<file path="src/rtl/cpu_bus_pkg.sv">
// rtl/cpu_bus_pkg.sv - shared bus defaults, arbitration mode encodings and arbiter state type
package cpu_bus_pkg;

   localparam int ADDR_W_DEF = 32;
   localparam int DATA_W_DEF = 32;

   localparam int ARB_FIXED = 0;
   localparam int ARB_RR    = 1;

   typedef enum logic {
      ARB_IDLE = 1'b0,
      ARB_HOLD = 1'b1
   } arb_state_t;

endpackage

</file>
<file path="src/rtl/id_fifo.sv">
// rtl/id_fifo.sv - in-order synchronous FIFO of channel IDs for outstanding transactions
module id_fifo #(
   parameter int WIDTH = 1,
   parameter int DEPTH = 4
) (
   input  logic             clk,
   input  logic             resetn,
   input  logic             push,
   input  logic [WIDTH-1:0] push_data,
   input  logic             pop,
   output logic [WIDTH-1:0] head,
   output logic             full,
   output logic             empty
);

   localparam int PTR_W = $clog2(DEPTH);
   localparam int CNT_W = PTR_W + 1;

   logic [WIDTH-1:0] mem [DEPTH];
   logic [PTR_W-1:0] wr_ptr;
   logic [PTR_W-1:0] rd_ptr;
   logic [CNT_W-1:0] count;
   logic             do_push;
   logic             do_pop;

   assign full    = (count == CNT_W'(DEPTH));
   assign empty   = (count == '0);
   assign do_push = push & ~full;
   assign do_pop  = pop & ~empty;
   assign head    = mem[rd_ptr];

   // DEPTH is a power of two, so pointers wrap by natural overflow
   always_ff @(posedge clk) begin
      if (!resetn) begin
         wr_ptr <= '0;
         rd_ptr <= '0;
         count  <= '0;
      end else begin
         if (do_push) begin
            mem[wr_ptr] <= push_data;
            wr_ptr      <= wr_ptr + 1'b1;
         end
         if (do_pop) begin
            rd_ptr <= rd_ptr + 1'b1;
         end
         case ({do_push, do_pop})
            2'b10:   count <= count + 1'b1;
            2'b01:   count <= count - 1'b1;
            default: count <= count;
         endcase
      end
   end

endmodule

</file>
<file path="src/rtl/sram_like_arbiter.sv">
// rtl/sram_like_arbiter.sv - N-to-1 SRAM-like bus arbiter with in-order response routing
module sram_like_arbiter
   import cpu_bus_pkg::*;
#(
   parameter int NUM_CH   = 2,
   parameter int ADDR_W   = ADDR_W_DEF,
   parameter int DATA_W   = DATA_W_DEF,
   parameter int MAX_OUT  = 4,
   parameter int ARB_MODE = ARB_FIXED
) (
   input  logic                         clk,
   input  logic                         resetn,
   input  logic [NUM_CH-1:0]            s_req,
   input  logic [NUM_CH-1:0]            s_wr,
   input  logic [NUM_CH*DATA_W/8-1:0]   s_wstrb,
   input  logic [NUM_CH*ADDR_W-1:0]     s_addr,
   input  logic [NUM_CH*DATA_W-1:0]     s_wdata,
   output logic [NUM_CH-1:0]            s_addr_ok,
   output logic [NUM_CH-1:0]            s_data_ok,
   output logic [DATA_W-1:0]            s_rdata,
   output logic                         m_req,
   output logic                         m_wr,
   output logic [DATA_W/8-1:0]          m_wstrb,
   output logic [ADDR_W-1:0]            m_addr,
   output logic [DATA_W-1:0]            m_wdata,
   input  logic                         m_addr_ok,
   input  logic                         m_data_ok,
   input  logic [DATA_W-1:0]            m_rdata,
   output logic                         err_spurious
);

   localparam int STRB_W = DATA_W / 8;
   localparam int ID_W   = $clog2(NUM_CH);

   arb_state_t      state;
   logic [ID_W-1:0] grant;
   logic [ID_W-1:0] rr_ptr;
   logic [ID_W-1:0] winner;
   logic [ID_W-1:0] cur_ch;
   logic [ID_W-1:0] head;
   logic            fifo_full;
   logic            fifo_empty;
   logic            req_int;
   logic            handshake;
   logic            pop;
   logic            found;
   int              base;

   // Fixed priority is a round-robin search pinned to start at channel 0
   always_comb begin
      base   = (ARB_MODE == ARB_RR) ? int'(rr_ptr) : 0;
      winner = '0;
      found  = 1'b0;
      for (int i = 0; i < NUM_CH; i++) begin
         if (!found && s_req[(base + i) % NUM_CH]) begin
            winner = ID_W'((base + i) % NUM_CH);
            found  = 1'b1;
         end
      end
   end

   assign cur_ch    = (state == ARB_HOLD) ? grant : winner;
   assign req_int   = resetn & ((state == ARB_HOLD) | ((|s_req) & ~fifo_full));
   assign handshake = req_int & m_addr_ok;
   assign pop       = resetn & m_data_ok & ~fifo_empty;

   assign m_req   = req_int;
   assign m_wr    = resetn & s_wr[cur_ch];
   assign m_wstrb = resetn ? s_wstrb[int'(cur_ch)*STRB_W +: STRB_W] : '0;
   assign m_addr  = resetn ? s_addr[int'(cur_ch)*ADDR_W +: ADDR_W] : '0;
   assign m_wdata = resetn ? s_wdata[int'(cur_ch)*DATA_W +: DATA_W] : '0;
   assign s_rdata = resetn ? m_rdata : '0;

   always_comb begin
      s_addr_ok = '0;
      s_data_ok = '0;
      for (int i = 0; i < NUM_CH; i++) begin
         s_addr_ok[i] = handshake & (cur_ch == ID_W'(i));
         s_data_ok[i] = pop & (head == ID_W'(i));
      end
   end

   id_fifo #(
      .WIDTH (ID_W),
      .DEPTH (MAX_OUT)
   ) u_id_fifo (
      .clk       (clk),
      .resetn    (resetn),
      .push      (handshake),
      .push_data (cur_ch),
      .pop       (pop),
      .head      (head),
      .full      (fifo_full),
      .empty     (fifo_empty)
   );

   always_ff @(posedge clk) begin
      if (!resetn) begin
         state        <= ARB_IDLE;
         grant        <= '0;
         rr_ptr       <= '0;
         err_spurious <= 1'b0;
      end else begin
         if (m_data_ok && fifo_empty) begin
            err_spurious <= 1'b1;
         end
         if (handshake) begin
            rr_ptr <= (cur_ch == ID_W'(NUM_CH - 1)) ? '0 : cur_ch + 1'b1;
         end
         // HOLD is only reachable when not full, so the held request always fits
         case (state)
            ARB_IDLE: begin
               if (req_int && !m_addr_ok) begin
                  state <= ARB_HOLD;
                  grant <= winner;
               end
            end
            ARB_HOLD: begin
               if (m_addr_ok) begin
                  state <= ARB_IDLE;
               end
            end
            default: state <= ARB_IDLE;
         endcase
      end
   end

endmodule

</file>
<file path="config.mk">
export PLATFORM = sky130hd
export DESIGN_NAME = sram_like_arbiter
export DESIGN_NICKNAME = d
export VERILOG_FILES = /design/src/rtl/cpu_bus_pkg.sv /design/src/rtl/id_fifo.sv /design/src/rtl/sram_like_arbiter.sv
export SDC_FILE = /design/constraint.sdc
export NUM_CORES = 1
export LEC_CHECK = 0
export BUFFER_PORTS_ARGS = -buffer_cell sky130_fd_sc_hd__buf_2
export CORE_AREA = 2 2 108 110
export DETAILED_ROUTE_END_ITERATION = 6
export DIE_AREA = 0 0 110 112
export PLACE_DENSITY = 0.6
export SKIP_CTS_REPAIR_TIMING = 1
export SLEW_MARGIN = 25
export SYNTH_ARGS = -nofsm -noshare
export SYNTH_HDL_FRONTEND = slang
export SYNTH_HIERARCHICAL = 1
export SYNTH_SLANG_ARGS = --single-unit
export TNS_END_PERCENT = 30
</file>
<file path="constraint.sdc">
create_clock -name clk -period 3.7 [get_ports clk]
set_input_delay 0.37 -clock clk [delete_from_list [all_inputs] [get_ports clk]]
set_output_delay 0.37 -clock clk [all_outputs]
set_load 0.005 [all_outputs]
</file>
==> run metrics, run 1 <==
final non-filler cell total=760; Clock H-tree levels=1; number of distinct library cell variants in the gate-level netlist after synthesis=39; class of the most critical hold timing path=in -> reg; Final HPWL DP=8360 µm; slack of the worst reg-to-reg path=~0.97 ns; Worst-Margin Slew=just over 0.6 ns; worst-path cell with the longest stage delay=sky130_fd_sc_hd__fa_1; highest attainable clock frequency=366 MHz; maximum ir drop on the vdd rail=roughly 0.15 mV; Critical Path Max Stage Delay=about 0.37 ns; WL per Instance=between 10 and 15 µm; kind of critical path=reg -> reg; worst-case reg-to-reg path depth=12; cell area after synthesis=around 2300 µm²; clock sinks=16; Multi-input gate area=1670 µm²; Post-Route Skew=0.00403 ns; number of buffers added by the clock tree synthesis step=3; power per unit of standard cell area=roughly 200 nW/µm²; crit path launch type=register; synthesized flop and latch total=16; ratio of cells with drive above 1 in the final layout=0.493; r2r startpoint=u_id_fifo/count[2]; largest fanout on the critical path=7; clock tree from TritonCTS=built; final setup violating endpoints=0; Die Outline Area=roughly 12,000 µm²; endpoint arrival time on the critical path=roughly 2.9 ns; Std-Cell Core Area=11,200 µm²; ranking of synthesized cells by area=sky130_fd_sc_hd__a21oi_1 15%, sky130_fd_sc_hd__o21ai_0 15%, sky130_fd_sc_hd__nand3_1 15%; largest buffer count on any clock path=2; number of rows in the core area=39; register clock-pin slew on the reported worst setup and hold paths=approximately 0.050 ns; share of Yosys cell area claimed by the top area cell type=0.153; clock latency on the worst-skew pair=roughly 0.25 ns; Sequential Area=around 360 µm²; total wire length=10,900 µm; DRC viols=0; critical path depth in cells=12; total global-route track usage=0.157; result of the run=completed; number of enable-type register cells in the synthesized netlist=4; commonest register cell after synthesis=sky130_fd_sc_hd__dfxtp_1; per-instance average area after synthesis=6.39 µm²; placed cells=754; Die Span X=between 100 and 150 µm; number of antenna violations at the first check in global routing=2; most common library cell in the layout ignoring fill and taps=sky130_fd_sc_hd__buf_2; final count of pins violating max slew=0; number of antenna-violating nets in the routed design=0; # fillers=around 1,200; initial core utilization=0.208; wire length of the first global-routing pass=about 15,000 µm; number of DRC violations after detailed-routing iteration 0=approximately 300; RSZ-0062 raised after global routing=no; most prevalent standard cell on the critical path=sky130_fd_sc_hd__inv_1; period utilisation layout=0.739; Clock Tree Root=sky130_fd_sc_hd__clkbuf_16; last element of the critical path=u_id_fifo/count[2]; area growth from synthesis to layout=64.3%; Final Hold Viols=0; part of the Yosys area used for sequential elements=0.155; delay-heaviest family, CP=simple AND/OR/NAND/NOR gates; number of instances in the synthesized netlist=approximately 360; library cell occupying the most area in the post-synthesis netlist=sky130_fd_sc_hd__a21oi_1; number of vias per cell after detailed routing=between 4 and 5; NumNets Final=roughly 800; sum of overflow across all layers after global routing=0; r2r endpoint=u_id_fifo/count[2]; Slew HR=0.589; total I/O pin count=around 280; buffers and inverters on the worst path=3; min Tclk post-route=roughly 2.7 ns; final sum of negative setup slack=0 ns; P_leak=between 2 and 2.5 nW; Port Buffers=282; number of max-cap violations=0; vias in the first global route=between 3,000 and 4,000; CP Capture Type=register; nets in the synthesized netlist=between 500 and 600; most frequent cells in the layout=282 x sky130_fd_sc_hd__buf_2, 71 x sky130_fd_sc_hd__a21oi_1, 71 x sky130_fd_sc_hd__o21ai_0; final RePlAce weighted congestion=just over 0.9; total number of vias=approximately 3,600; count of yosys warnings during synthesis=6; cells traversed along the worst timing path=nor3b_2 > o21ba_2 > o211ai_1 > inv_1 > nor2b_1 > inv_1 > ha_1 > inv_1 > fa_1 > xor2_1 > or3_1 > a21boi_0; FFs w/ async S/R, synth=0; largest net degree at the start of global routing=70; y dimension of the die=112 µm; start point of the critical path=u_id_fifo/count[2]; required time at the endpoint of the critical path=3.88 ns; number of optimization iterations in the first detailed-route pass=6
## worst min-delay path by stage
stage | slack, ns | to | start | cells past startpoint
6_report | 0.31 | state | m_addr_ok | 2
2_1_floorplan | 0.44 | state | m_addr_ok | 1
5_1_grt | 0.32 | state | m_addr_ok | 2
3_3_place_gp | 0.47 | err_spurious | err_spurious | 2
3_5_place_dp | 0.47 | err_spurious | err_spurious | 2
4_1_cts | 0.31 | state | m_addr_ok | 2
## where the power goes
group / internal [mW] / switching (mW) / total [mW]
clock: 0.144 / 0.0703 / 0.214
combinational: 0.181 / 0.173 / 0.354
sequential: 0.186 / 0.00665 / 0.193
## worst register-to-register path: stages (launching register included)
cell	delay, ns
sky130_fd_sc_hd__dfxtp_1	0.36
sky130_fd_sc_hd__nor3b_2	0.25
sky130_fd_sc_hd__o21ba_2	0.20
sky130_fd_sc_hd__o211ai_1	0.29
sky130_fd_sc_hd__inv_1	0.06
sky130_fd_sc_hd__nor2b_1	0.21
sky130_fd_sc_hd__inv_1	0.09
sky130_fd_sc_hd__ha_1	0.17
sky130_fd_sc_hd__inv_1	0.06
sky130_fd_sc_hd__fa_1	0.37
sky130_fd_sc_hd__xor2_1	0.15
sky130_fd_sc_hd__or3_1	0.29
sky130_fd_sc_hd__a21boi_0	0.15
## per-layer routing
metal  routed length, µm  GRT usage
met2                5320      0.284
met1                4290      0.188
met4                 262     0.0464
met3                 982     0.0222
met5                   0          0
## synth_stat cells, types with 2 or more instances
cell type	instances
sky130_fd_sc_hd__a21oi_1	71
sky130_fd_sc_hd__o21ai_0	71
sky130_fd_sc_hd__nand3_1	69
sky130_fd_sc_hd__and2_1	35
sky130_fd_sc_hd__clkbuf_1	18
sky130_fd_sc_hd__dfxtp_1	12
sky130_fd_sc_hd__buf_6	11
sky130_fd_sc_hd__clkbuf_2	10
sky130_fd_sc_hd__nand2_1	9
sky130_fd_sc_hd__inv_1	8
sky130_fd_sc_hd__ha_1	5
sky130_fd_sc_hd__and3_1	4
sky130_fd_sc_hd__edfxtp_1	4
sky130_fd_sc_hd__nor2_1	4
sky130_fd_sc_hd__o21ai_1	4
sky130_fd_sc_hd__buf_2	2
sky130_fd_sc_hd__mux2i_1	2
sky130_fd_sc_hd__nor2b_1	2
sky130_fd_sc_hd__nor3_1	2
sky130_fd_sc_hd__or3_1	2
## through the flow
stage,hold slack (ns),power [mW],area (µm²),setup WS [ns],util
floorplan,0.442,0.369,2320,1.12,-
global placement,0.466,0.553,3740,1.03,0.334
detailed placement,0.469,0.553,3740,0.974,0.334
CTS,0.306,0.768,3810,0.960,0.341
global route,0.324,0.816,3820,0.736,0.342
finish,0.309,0.761,3820,0.966,0.342
## area by class of cell
cell class,instances,share of cell area
Clock inverter,1,0.000983
Antenna cell,2,0.00131
Multi-Input combinational cell,297,0.438
Sequential cell,16,0.0943
Clock buffer,3,0.0197
Timing Repair Buffer,289,0.390
Tap cell,143,0.0468
Inverter,9,0.00884
## logic make-up (layout without fill, tap and decap cells)
kind of cell | count (synthesis) | count (layout) | synth area share
flops | 16 | 16 | 0.155
mux | 3 | 3 | 0.0183
xor+xnor | 2 | 2 | 0.00754
buf+inv | 51 | 302 | 0.126
fa+ha+maj | 6 | 6 | 0.0355
simple gates | 134 | 134 | 0.322
other cells | 0 | 2 | 0
compound gates | 152 | 152 | 0.335
(Power assumes the default switching activity.)
==> inputs of run 2 (changes only) <==
- CORE_AREA: 2 2 108 110 -> 2 2 109 111
- DIE_AREA: 0 0 110 112 -> 0 0 111 113
- PLACE_DENSITY: 0.6 -> 0.61
- clock period: 3.7 -> 2.2 ns (I/O delays scaled with it)
==> run 2 against run 1 <==
The flow now finishes with violations (setup timing). Critical path depth is the same. Maximum frequency rose by 18%. Core utilization rose by 1.1 points. Clock power rose by 82%. Clock-buffer cell count up 1. Hold slack got worse by 0.14 ns. Setup slack worse by 1.1 ns. Critical path type unchanged. Sequential power grew 66%. Die area up 1.8%. Register-to-register slack worse by 1.1 ns.
==> run metrics, run 2 (synthesis gave the netlist of run 1 again) <==
Worst-Margin Slew=~0.44 ns; Critical Path Max Stage Delay=0.33 ns; Post-Route Skew=about 0.0046 ns; Final HPWL DP=~7600 µm; P_leak=roughly 2.1 nW; wire length of the first global-routing pass=around 15,000 µm; final count of pins violating max slew=0; Slew HR=0.705; clock sinks=16; largest net degree at the start of global routing=between 40 and 50; final setup violating endpoints=1; Clock Tree Root=sky130_fd_sc_hd__clkbuf_16; min Tclk post-route=approximately 2.3 ns; slack of the worst reg-to-reg path=-0.11 ns; clock latency on the worst-skew pair=~0.25 ns; total global-route track usage=0.144; Final Hold Viols=0; failing checks=setup timing; total I/O pin count=~280; initial core utilization=0.206; RSZ-0062 raised after global routing=yes; endpoint arrival time on the critical path=~2.5 ns; number of antenna violations at the first check in global routing=1; maximum ir drop on the vdd rail=0.325 mV; Clock H-tree levels=1; largest fanout on the critical path=2; DRC viols=0; power per unit of standard cell area=between 300 and 400 nW/µm²; Port Buffers=282; total wire length=10,100 µm; total number of vias=between 3,000 and 4,000; result of the run=complete, but fails checks; class of the most critical hold timing path=in -> reg; kind of critical path=reg -> reg; cell area after layout=between 3000 and 4000 µm²; CP Capture Type=register; area after detailed placement=about 3900 µm²; number of DRC violations after detailed-routing iteration 0=about 210; number of vias per cell after detailed routing=about 4.5; highest attainable clock frequency=433 MHz; register clock-pin slew on the reported worst setup and hold paths=roughly 0.050 ns; buffers and inverters on the worst path=3; Die Outline Area=between 10,000 and 15,000 µm²; WL per Instance=between 10 and 15 µm; clock tree from TritonCTS=built; Std-Cell Core Area=11,300 µm²; Hold Worst Slack=approximately 0.17 ns; largest buffer count on any clock path=2; Die Span X=111 µm; ratio of cells with drive above 1 in the final layout=0.517; number of buffers added by the clock tree synthesis step=3; sum of overflow across all layers after global routing=0; vias in the first global route=around 3,100; most frequent cells in the layout=282 x sky130_fd_sc_hd__buf_2, 71 x sky130_fd_sc_hd__a21oi_1, 71 x sky130_fd_sc_hd__o21ai_0; area growth from synthesis to layout=70.9%; number of rows in the core area=39; n_diodes=0; most common library cell in the layout ignoring fill and taps=sky130_fd_sc_hd__buf_2; worst-path cell with the longest stage delay=sky130_fd_sc_hd__dfxtp_2; delay-heaviest family, CP=simple AND/OR/NAND/NOR gates; period utilisation layout=1.05; final RePlAce weighted congestion=between 0.7 and 0.8; cells traversed along the worst timing path=nor3b_4 > o21ba_4 > o211ai_1 > inv_1 > nor2b_1 > inv_2 > ha_4 > inv_1 > fa_2 > xor2_1 > or3_1 > a21boi_1; number of antenna-violating nets in the routed design=0; required time at the endpoint of the critical path=roughly 2.4 ns; y dimension of the die=113 µm; most prevalent standard cell on the critical path=sky130_fd_sc_hd__inv_1; number of max-cap violations=0; NumNets Final=around 820; number of optimization iterations in the first detailed-route pass=4; crit path launch type=register; setup slack after layout=-0.110 ns
-- run 2: metal layers --
layer  up-vias  track usage  share of wire
li1       1827            -              -
met1      1523        0.189           0.43
met2       149        0.259           0.49
met3         6       0.0182          0.069
met4         2       0.0208         0.0052
met5         -            0         0.0017
-- run 2: report_power, final --
group / switching [mW] / leakage, nW / internal (mW) / total [mW]
Clock: 0.113 / 0.0442 / 0.276 / 0.389
Sequential: 0.00834 / 0.136 / 0.313 / 0.321
Combinational: 0.291 / 1.96 / 0.320 / 0.610
-- run 2: worst reg2reg max path: stages, from the launching register on --
cell and delay [ns]:
sky130_fd_sc_hd__dfxtp_2 0.33, sky130_fd_sc_hd__nor3b_4 0.22, sky130_fd_sc_hd__o21ba_4 0.18, sky130_fd_sc_hd__o211ai_1 0.19, sky130_fd_sc_hd__inv_1 0.05, sky130_fd_sc_hd__nor2b_1 0.14, sky130_fd_sc_hd__inv_2 0.07, sky130_fd_sc_hd__ha_4 0.13
sky130_fd_sc_hd__inv_1 0.05, sky130_fd_sc_hd__fa_2 0.33, sky130_fd_sc_hd__xor2_1 0.15, sky130_fd_sc_hd__or3_1 0.30, sky130_fd_sc_hd__a21boi_1 0.11
-- run 2: area by class of cell --
cell class | instances | area (µm²)
Inverter | 9 | 33.8
Multi-Input combinational cell | 297 | 1700
Timing Repair Buffer | 306 | 1600
Sequential cell | 16 | 367
Clock buffer | 4 | 88.8
Fill cell | 1197 | 7300
Tap cell | 143 | 179
-- run 2: final timing paths --
path	from	cells after the start	end
worst max register to register	u_id_fifo/count[0]	12	u_id_fifo/count[2]
worst min register to register	err_spurious	2	err_spurious
worst max-delay path	u_id_fifo/count[0]	12	u_id_fifo/count[2]
worst min-delay path	m_addr_ok	2	state
-- run 2: through the flow --
stage               worst slack, ns   util  setup TNS (ns)  instances  power, mW
global placement             -0.121  0.344          -0.121        770      0.939
finish                       -0.110  0.353          -0.110        775       1.32
detailed placement           -0.142  0.344          -0.146        770      0.937
floorplan                    -0.276      -          -0.420        364      0.626
global route                 -0.253  0.353          -0.365        775       1.41
CTS                          -0.158  0.352          -0.173        774       1.33
